<file path="src/rtl/uart_frame_loader.sv">
// uart_frame_loader: assembles 6-byte UART command frames (A5 CMD ADDR DHI DLO CHK),
// verifies the XOR checksum and executes memory writes or CPU start/halt commands.
// Ports: clk, arst_n (async active-low), tick (16x baud strobe), rx_done/rx_data
// (received byte), mem_ready/mem_we/mem_addr/mem_wdata (write handshake),
// cpu_start/cpu_halt/frame_ok/frame_err/overrun (1-cycle pulses),
// err_count (saturating error count), busy (not IDLE).
module uart_frame_loader #(
   parameter int DATA_WIDTH    = 8,
   parameter int ADDR_WIDTH    = 8,
   parameter int WORD_WIDTH    = 16,
   parameter int TIMEOUT_TICKS = 480
) (
   input  logic                  clk,
   input  logic                  arst_n,
   input  logic                  tick,
   input  logic                  rx_done,
   input  logic [DATA_WIDTH-1:0] rx_data,
   input  logic                  mem_ready,
   output logic                  mem_we,
   output logic [ADDR_WIDTH-1:0] mem_addr,
   output logic [WORD_WIDTH-1:0] mem_wdata,
   output logic                  cpu_start,
   output logic                  cpu_halt,
   output logic                  frame_ok,
   output logic                  frame_err,
   output logic                  overrun,
   output logic [7:0]            err_count,
   output logic                  busy
);

   localparam logic [DATA_WIDTH-1:0] SYNC   = DATA_WIDTH'(8'hA5);
   localparam logic [DATA_WIDTH-1:0] CMD_WR = DATA_WIDTH'(8'h01);
   localparam logic [DATA_WIDTH-1:0] CMD_GO = DATA_WIDTH'(8'h02);
   localparam logic [DATA_WIDTH-1:0] CMD_HL = DATA_WIDTH'(8'h03);
   localparam logic [15:0] GAP_LAST = 16'(TIMEOUT_TICKS - 1);

   typedef enum logic [2:0] {
      S_IDLE, S_CMD, S_ADDR, S_DHI, S_DLO, S_CHK, S_EXEC, S_WRITE
   } state_t;

   state_t                state_q, state_d;
   logic [DATA_WIDTH-1:0] cmd_q, cmd_d;
   logic [DATA_WIDTH-1:0] addr_q, addr_d;
   logic [DATA_WIDTH-1:0] dhi_q, dhi_d;
   logic [DATA_WIDTH-1:0] dlo_q, dlo_d;
   logic [DATA_WIDTH-1:0] chk_q, chk_d;
   logic [15:0]           gap_q, gap_d;
   logic [7:0]            err_count_q, err_count_d;
   logic                  mem_we_q, mem_we_d;
   logic                  busy_q, busy_d;
   logic                  start_q, start_d;
   logic                  halt_q, halt_d;
   logic                  ok_q, ok_d;
   logic                  err_q, err_d;
   logic                  ovr_q, ovr_d;
   logic                  in_rx;
   logic                  timeout;

   always_comb begin
      state_d     = state_q;
      cmd_d       = cmd_q;
      addr_d      = addr_q;
      dhi_d       = dhi_q;
      dlo_d       = dlo_q;
      chk_d       = chk_q;
      gap_d       = gap_q;
      err_count_d = err_count_q;
      start_d     = 1'b0;
      halt_d      = 1'b0;
      ok_d        = 1'b0;
      err_d       = 1'b0;
      ovr_d       = 1'b0;
      timeout     = 1'b0;

      in_rx = (state_q == S_CMD) || (state_q == S_ADDR) ||
              (state_q == S_DHI) || (state_q == S_DLO)  ||
              (state_q == S_CHK);

      // a byte arriving on the timeout tick wins and restarts the gap
      if (in_rx) begin
         if (rx_done) begin
            gap_d = '0;
         end else if (tick) begin
            if (gap_q == GAP_LAST) timeout = 1'b1;
            else                   gap_d = gap_q + 16'd1;
         end
      end

      unique case (state_q)
         S_IDLE: begin
            if (rx_done && rx_data == SYNC) begin
               state_d = S_CMD;
               cmd_d   = '0;
               addr_d  = '0;
               dhi_d   = '0;
               dlo_d   = '0;
               chk_d   = '0;
               gap_d   = '0;
            end
         end
         S_CMD: if (rx_done) begin
            cmd_d   = rx_data;
            chk_d   = chk_q ^ rx_data;
            state_d = S_ADDR;
         end
         S_ADDR: if (rx_done) begin
            addr_d  = rx_data;
            chk_d   = chk_q ^ rx_data;
            state_d = S_DHI;
         end
         S_DHI: if (rx_done) begin
            dhi_d   = rx_data;
            chk_d   = chk_q ^ rx_data;
            state_d = S_DLO;
         end
         S_DLO: if (rx_done) begin
            dlo_d   = rx_data;
            chk_d   = chk_q ^ rx_data;
            state_d = S_CHK;
         end
         S_CHK: if (rx_done) begin
            if (rx_data == chk_q) begin
               state_d = S_EXEC;
            end else begin
               err_d   = 1'b1;
               state_d = S_IDLE;
            end
         end
         S_EXEC: begin
            ovr_d = rx_done;
            if (cmd_q == CMD_WR) begin
               state_d = S_WRITE;
            end else if (cmd_q == CMD_GO) begin
               start_d = 1'b1;
               ok_d    = 1'b1;
               state_d = S_IDLE;
            end else if (cmd_q == CMD_HL) begin
               halt_d  = 1'b1;
               ok_d    = 1'b1;
               state_d = S_IDLE;
            end else begin
               err_d   = 1'b1;
               state_d = S_IDLE;
            end
         end
         S_WRITE: begin
            ovr_d = rx_done;
            if (mem_ready) begin
               ok_d    = 1'b1;
               state_d = S_IDLE;
            end
         end
         default: state_d = S_IDLE;
      endcase

      if (timeout) begin
         err_d   = 1'b1;
         state_d = S_IDLE;
      end

      if (err_d && err_count_q != 8'hFF) err_count_d = err_count_q + 8'd1;

      mem_we_d = (state_d == S_WRITE);
      busy_d   = (state_d != S_IDLE);
   end

   always_ff @(posedge clk or negedge arst_n) begin
      if (!arst_n) begin
         state_q     <= S_IDLE;
         cmd_q       <= '0;
         addr_q      <= '0;
         dhi_q       <= '0;
         dlo_q       <= '0;
         chk_q       <= '0;
         gap_q       <= '0;
         err_count_q <= '0;
         mem_we_q    <= 1'b0;
         busy_q      <= 1'b0;
         start_q     <= 1'b0;
         halt_q      <= 1'b0;
         ok_q        <= 1'b0;
         err_q       <= 1'b0;
         ovr_q       <= 1'b0;
      end else begin
         state_q     <= state_d;
         cmd_q       <= cmd_d;
         addr_q      <= addr_d;
         dhi_q       <= dhi_d;
         dlo_q       <= dlo_d;
         chk_q       <= chk_d;
         gap_q       <= gap_d;
         err_count_q <= err_count_d;
         mem_we_q    <= mem_we_d;
         busy_q      <= busy_d;
         start_q     <= start_d;
         halt_q      <= halt_d;
         ok_q        <= ok_d;
         err_q       <= err_d;
         ovr_q       <= ovr_d;
      end
   end

   assign mem_we    = mem_we_q;
   assign mem_addr  = addr_q[ADDR_WIDTH-1:0];
   assign mem_wdata = {dhi_q, dlo_q};
   assign cpu_start = start_q;
   assign cpu_halt  = halt_q;
   assign frame_ok  = ok_q;
   assign frame_err = err_q;
   assign overrun   = ovr_q;
   assign err_count = err_count_q;
   assign busy      = busy_q;

endmodule

</file>
<file path="config.mk">
export PLATFORM = sky130hd
export DESIGN_NAME = uart_frame_loader
export DESIGN_NICKNAME = d
export VERILOG_FILES = /design/src/rtl/uart_frame_loader.sv
export SDC_FILE = /design/constraint.sdc
export NUM_CORES = 1
export LEC_CHECK = 0
export BUFFER_PORTS_ARGS = -buffer_cell sky130_fd_sc_hd__buf_2
export CAP_MARGIN = 10
export CORE_ASPECT_RATIO = 0.7
export CORE_UTILIZATION = 55
export DETAILED_ROUTE_END_ITERATION = 10
export GPL_TIMING_DRIVEN = 0
export PLACE_DENSITY_LB_ADDON = 0.1
export SLEW_MARGIN = 20
export SYNTH_ARGS = -nofsm -noshare
export SYNTH_HDL_FRONTEND = slang
export SYNTH_SLANG_ARGS = --single-unit
</file>
<file path="constraint.sdc">
create_clock -name clk -period 3.6 [get_ports clk]
set_input_delay 0.36 -clock clk [delete_from_list [all_inputs] [get_ports clk]]
set_output_delay 0.36 -clock clk [all_outputs]
set_load 0.005 [all_outputs]
</file>
==> flow_summary.yaml <==
logic_synthesis:
  synth_fp_nets: 388
  yosysWarningCount: 0
  synth_area_um2: 3640
  syn_avg_cell_area_um2: 9.75
  seq_area_frac_synth: 0.509
  synth_cell_types: 47
  async_reset_ff_frac: 1.00
  synth_flop_cell: "dfrtp_1"
  syn_inst: 373
  synth-seq-cells: 74
  synth_edf_count: 0
floorplan:
  coreArea_um2: 6310
  initial_utilization: 0.577
  die_x_um: 99.2
  dieArea_um2: 6950
  die_h_um: 70.0
  rows: 24
  ios: 52
route:
  routed_via_density: 5.71
  dr.first_iter.drc_count: 136
  drt_pass1_iterations: 5
  avgRoutedWirePerCell_um: 15.4
  via_count: 2947
  ant_nets: 0
  totalWireLength_um: 7950
  drc: 0
sta:
  worst_pin_slew_ns: 1.18
  setup_tns_ns: 0
  setup_viol: 0
  rsz0062_at_grt: "false"
  slew_violations: 0
  max_freq_ghz: 0.452
  worst_slack_ns: 1.39
  clock_skew_ns: 0.00569
  slew_headroom: 0.209
  fin_crit_sh: 0.615
  hold_viol_final: 0
  fin_crit_ns: 2.21
worst_setup_path:
  critPathArrivalTime_ns: 2.45
  cp.required_ns: 3.84
  critPathKind: "register to register"
  worstSetupEndpointType: "register"
  worst_setup_path_start_kind: "register"
  critPathMaxFanout: 9
place:
  hpwl_um: 5650
  gp_congestion: 0.917
  pre_cts_ws_ns: 1.42
  io_buffers: 47
clocking:
  h-tree-depth: 3
  cts_buffers: 9
  cts_tree: "built"
  clock-sinks: 74
  clk_latency_ns: 0.35
  postCtsSetupBuffers: 0
  cts.path.max_buffers: 2
  path_clk_slew_ns: 0.07
  cts-root-buf: "clkbuf_8"
global_route:
  antenna_found_initial: 0
  grtUsageTotal: 0.249
  grt_pass1_wl_um: 13300
  grt_max_degree: 40
  gr-total-overflow: 0
  grt_pass1_vias: 2752
power_and_ir_drop:
  p_total_w: 0.00220
  irDropWorstVdd_v: 0.000265
  p_sw_w: 0.000671
  p_seq_frac: 0.478
  sw_frac_of_total: 0.306
  combinationalPowerShare: 0.225
  power_leakage_nw: 2.04
  internal-power_w: 0.00153
  p_clk_frac: 0.298
  power_density_nw_per_um2: 522
cells_and_area:
  n_fill_cell: 541
  drive_above_1_share: 0.196
  utilization: 0.667
  n_antenna_cell: 0
  layout_commonest_cell: "dfrtp_1"
  synthToLayoutAreaGrowth_pct: 15.7
  mostFrequentLayoutCells: "dfrtp_1 (74), buf_2 (49), nand2_1 (44), o21ai_0 (36), nor2_1 (24)"
  nets: 448
job:
  maxCapViolations: 0
min_path:
  hp-class: "input port to register"
status:
  status: "finished clean"
[stage by stage]
step                      std cells  cell area (µm²)  hold WS, ns
after floorplan                 373             3640       0.0644
after global placement          498             3970        0.448
after detailed placement        499             3990        0.344
after CTS                       516             4210        0.284
after global routing            516             4210        0.320
final                           516             4210        0.297
[registers in the layout, summed over array words and instances, names as in the netlist]
| name | flops |
|---|---|
| cmd_q | 8 |
| err_count | 8 |
| overrun | 1 |
| frame_ok | 1 |
| state_q | 3 |
| chk_q | 8 |
| cpu_halt | 1 |
| mem_addr | 8 |
| dhi_q | 8 |
| gap_q | 16 |
| mem_we | 1 |
| cpu_start | 1 |
| busy | 1 |
| dlo_q | 8 |
| frame_err | 1 |
[area by class of cell]
cell class	instances	area, µm²	share of cell area
Buffer	18	93.8	0.0223
Clock buffer	12	155	0.0369
Clock inverter	4	50.0	0.0119
Inverter	20	75.1	0.0178
Multi-Input combinational cell	261	1620	0.384
Sequential cell	74	1850	0.440
Tap cell	78	97.6	0.0232
Timing Repair Buffer	49	268	0.0636
[power by group through the flow]
stage	sequential, W	clock (W)	combinational [W]
CTS	0.00105	0.000668	0.000490
global placement	0.00106	0	0.000474
finish	0.00105	0.000654	0.000494
global route	0.00107	0.000704	0.000551
floorplan	0.00105	0	0.000346
detailed placement	0.00106	0	0.000489
[cell usage after synthesis (3+ instances only)]
cell type | number | area, µm²
and2b_1 | 5 | 37.5
nor2b_1 | 8 | 50.1
nor3_1 | 3 | 15.0
nor2_1 | 24 | 90.1
buf_4 | 6 | 45.0
nand4_1 | 15 | 93.8
xnor2_1 | 9 | 78.8
inv_1 | 20 | 75.1
and2_1 | 3 | 18.8
nor3b_1 | 7 | 52.6
and4_1 | 4 | 35.0
nand3_1 | 23 | 115
dfrtp_1 | 74 | 1850
o21ai_0 | 36 | 180
a21oi_1 | 3 | 15.0
buf_2 | 3 | 15.0
clkbuf_1 | 9 | 33.8
nor4_1 | 5 | 31.3
and3_1 | 13 | 81.3
xor2_1 | 15 | 131
a221o_1 | 8 | 80.1
nand2_1 | 44 | 165
[final timing paths]
check / startpoint / endpoint / slack [ns] / cells after the start
worst max-delay path: cmd_q[5]$_DFFE_PN0P_ / err_count[1]$_DFFE_PN0P_ / 1.39 / 6
worst min-delay path: mem_ready / frame_ok$_DFF_PN0_ / 0.30 / 3
worst max register to register: cmd_q[5]$_DFFE_PN0P_ / err_count[1]$_DFFE_PN0P_ / 1.39 / 6
worst min register to register: cmd_q[0]$_DFFE_PN0P_ / cpu_start$_DFF_PN0_ / 0.46 / 1
max in group asynchronous: arst_n / gap_q[5]$_DFF_PN0_ / 2.55 / 3
min in group asynchronous: arst_n / dlo_q[3]$_DFFE_PN0P_ / 0.50 / 2
[per-layer routing]
layer	track usage	part of all wire	wire length, µm	vias to the layer above
met4	0.0588	0.0099	79	0
li1	-	-	-	1432
met2	0.356	0.42	3320	83
met3	0.0611	0.053	423	12
met1	0.382	0.52	4120	1420
met5	0	0	0	-
[cells by family after synthesis]
| kind of cell | after synthesis | share of synthesized area |
|---|---|---|
| and+or+nand+nor | 168 | 0.250 |
| DFF | 74 | 0.509 |
| AOI/OAI and AO/OA | 65 | 0.123 |
| buffers and inverters | 38 | 0.0464 |
| xor gates and xnor gates | 24 | 0.0578 |
| muxes | 2 | 0.00688 |
| adders and majority gates | 2 | 0.00688 |
[what timing repair did]
action / 4_1_cts / 5_1_grt
resized for setup: 0 / 0
hold endpoints to repair: 35 / 0
hold buffers: 1 / 0
endpoints found under the setup margin: 0 / 0
[critical path, stage by stage (launching register included)]
cell and delay, ns:
dfrtp_1 0.38, nor4_1 0.60, nand2_1 0.14, o21ai_0 0.33
o311ai_4 0.24, nand2_4 0.12, mux2_4 0.30
Note: power is estimated with default switching activity, not from simulation.
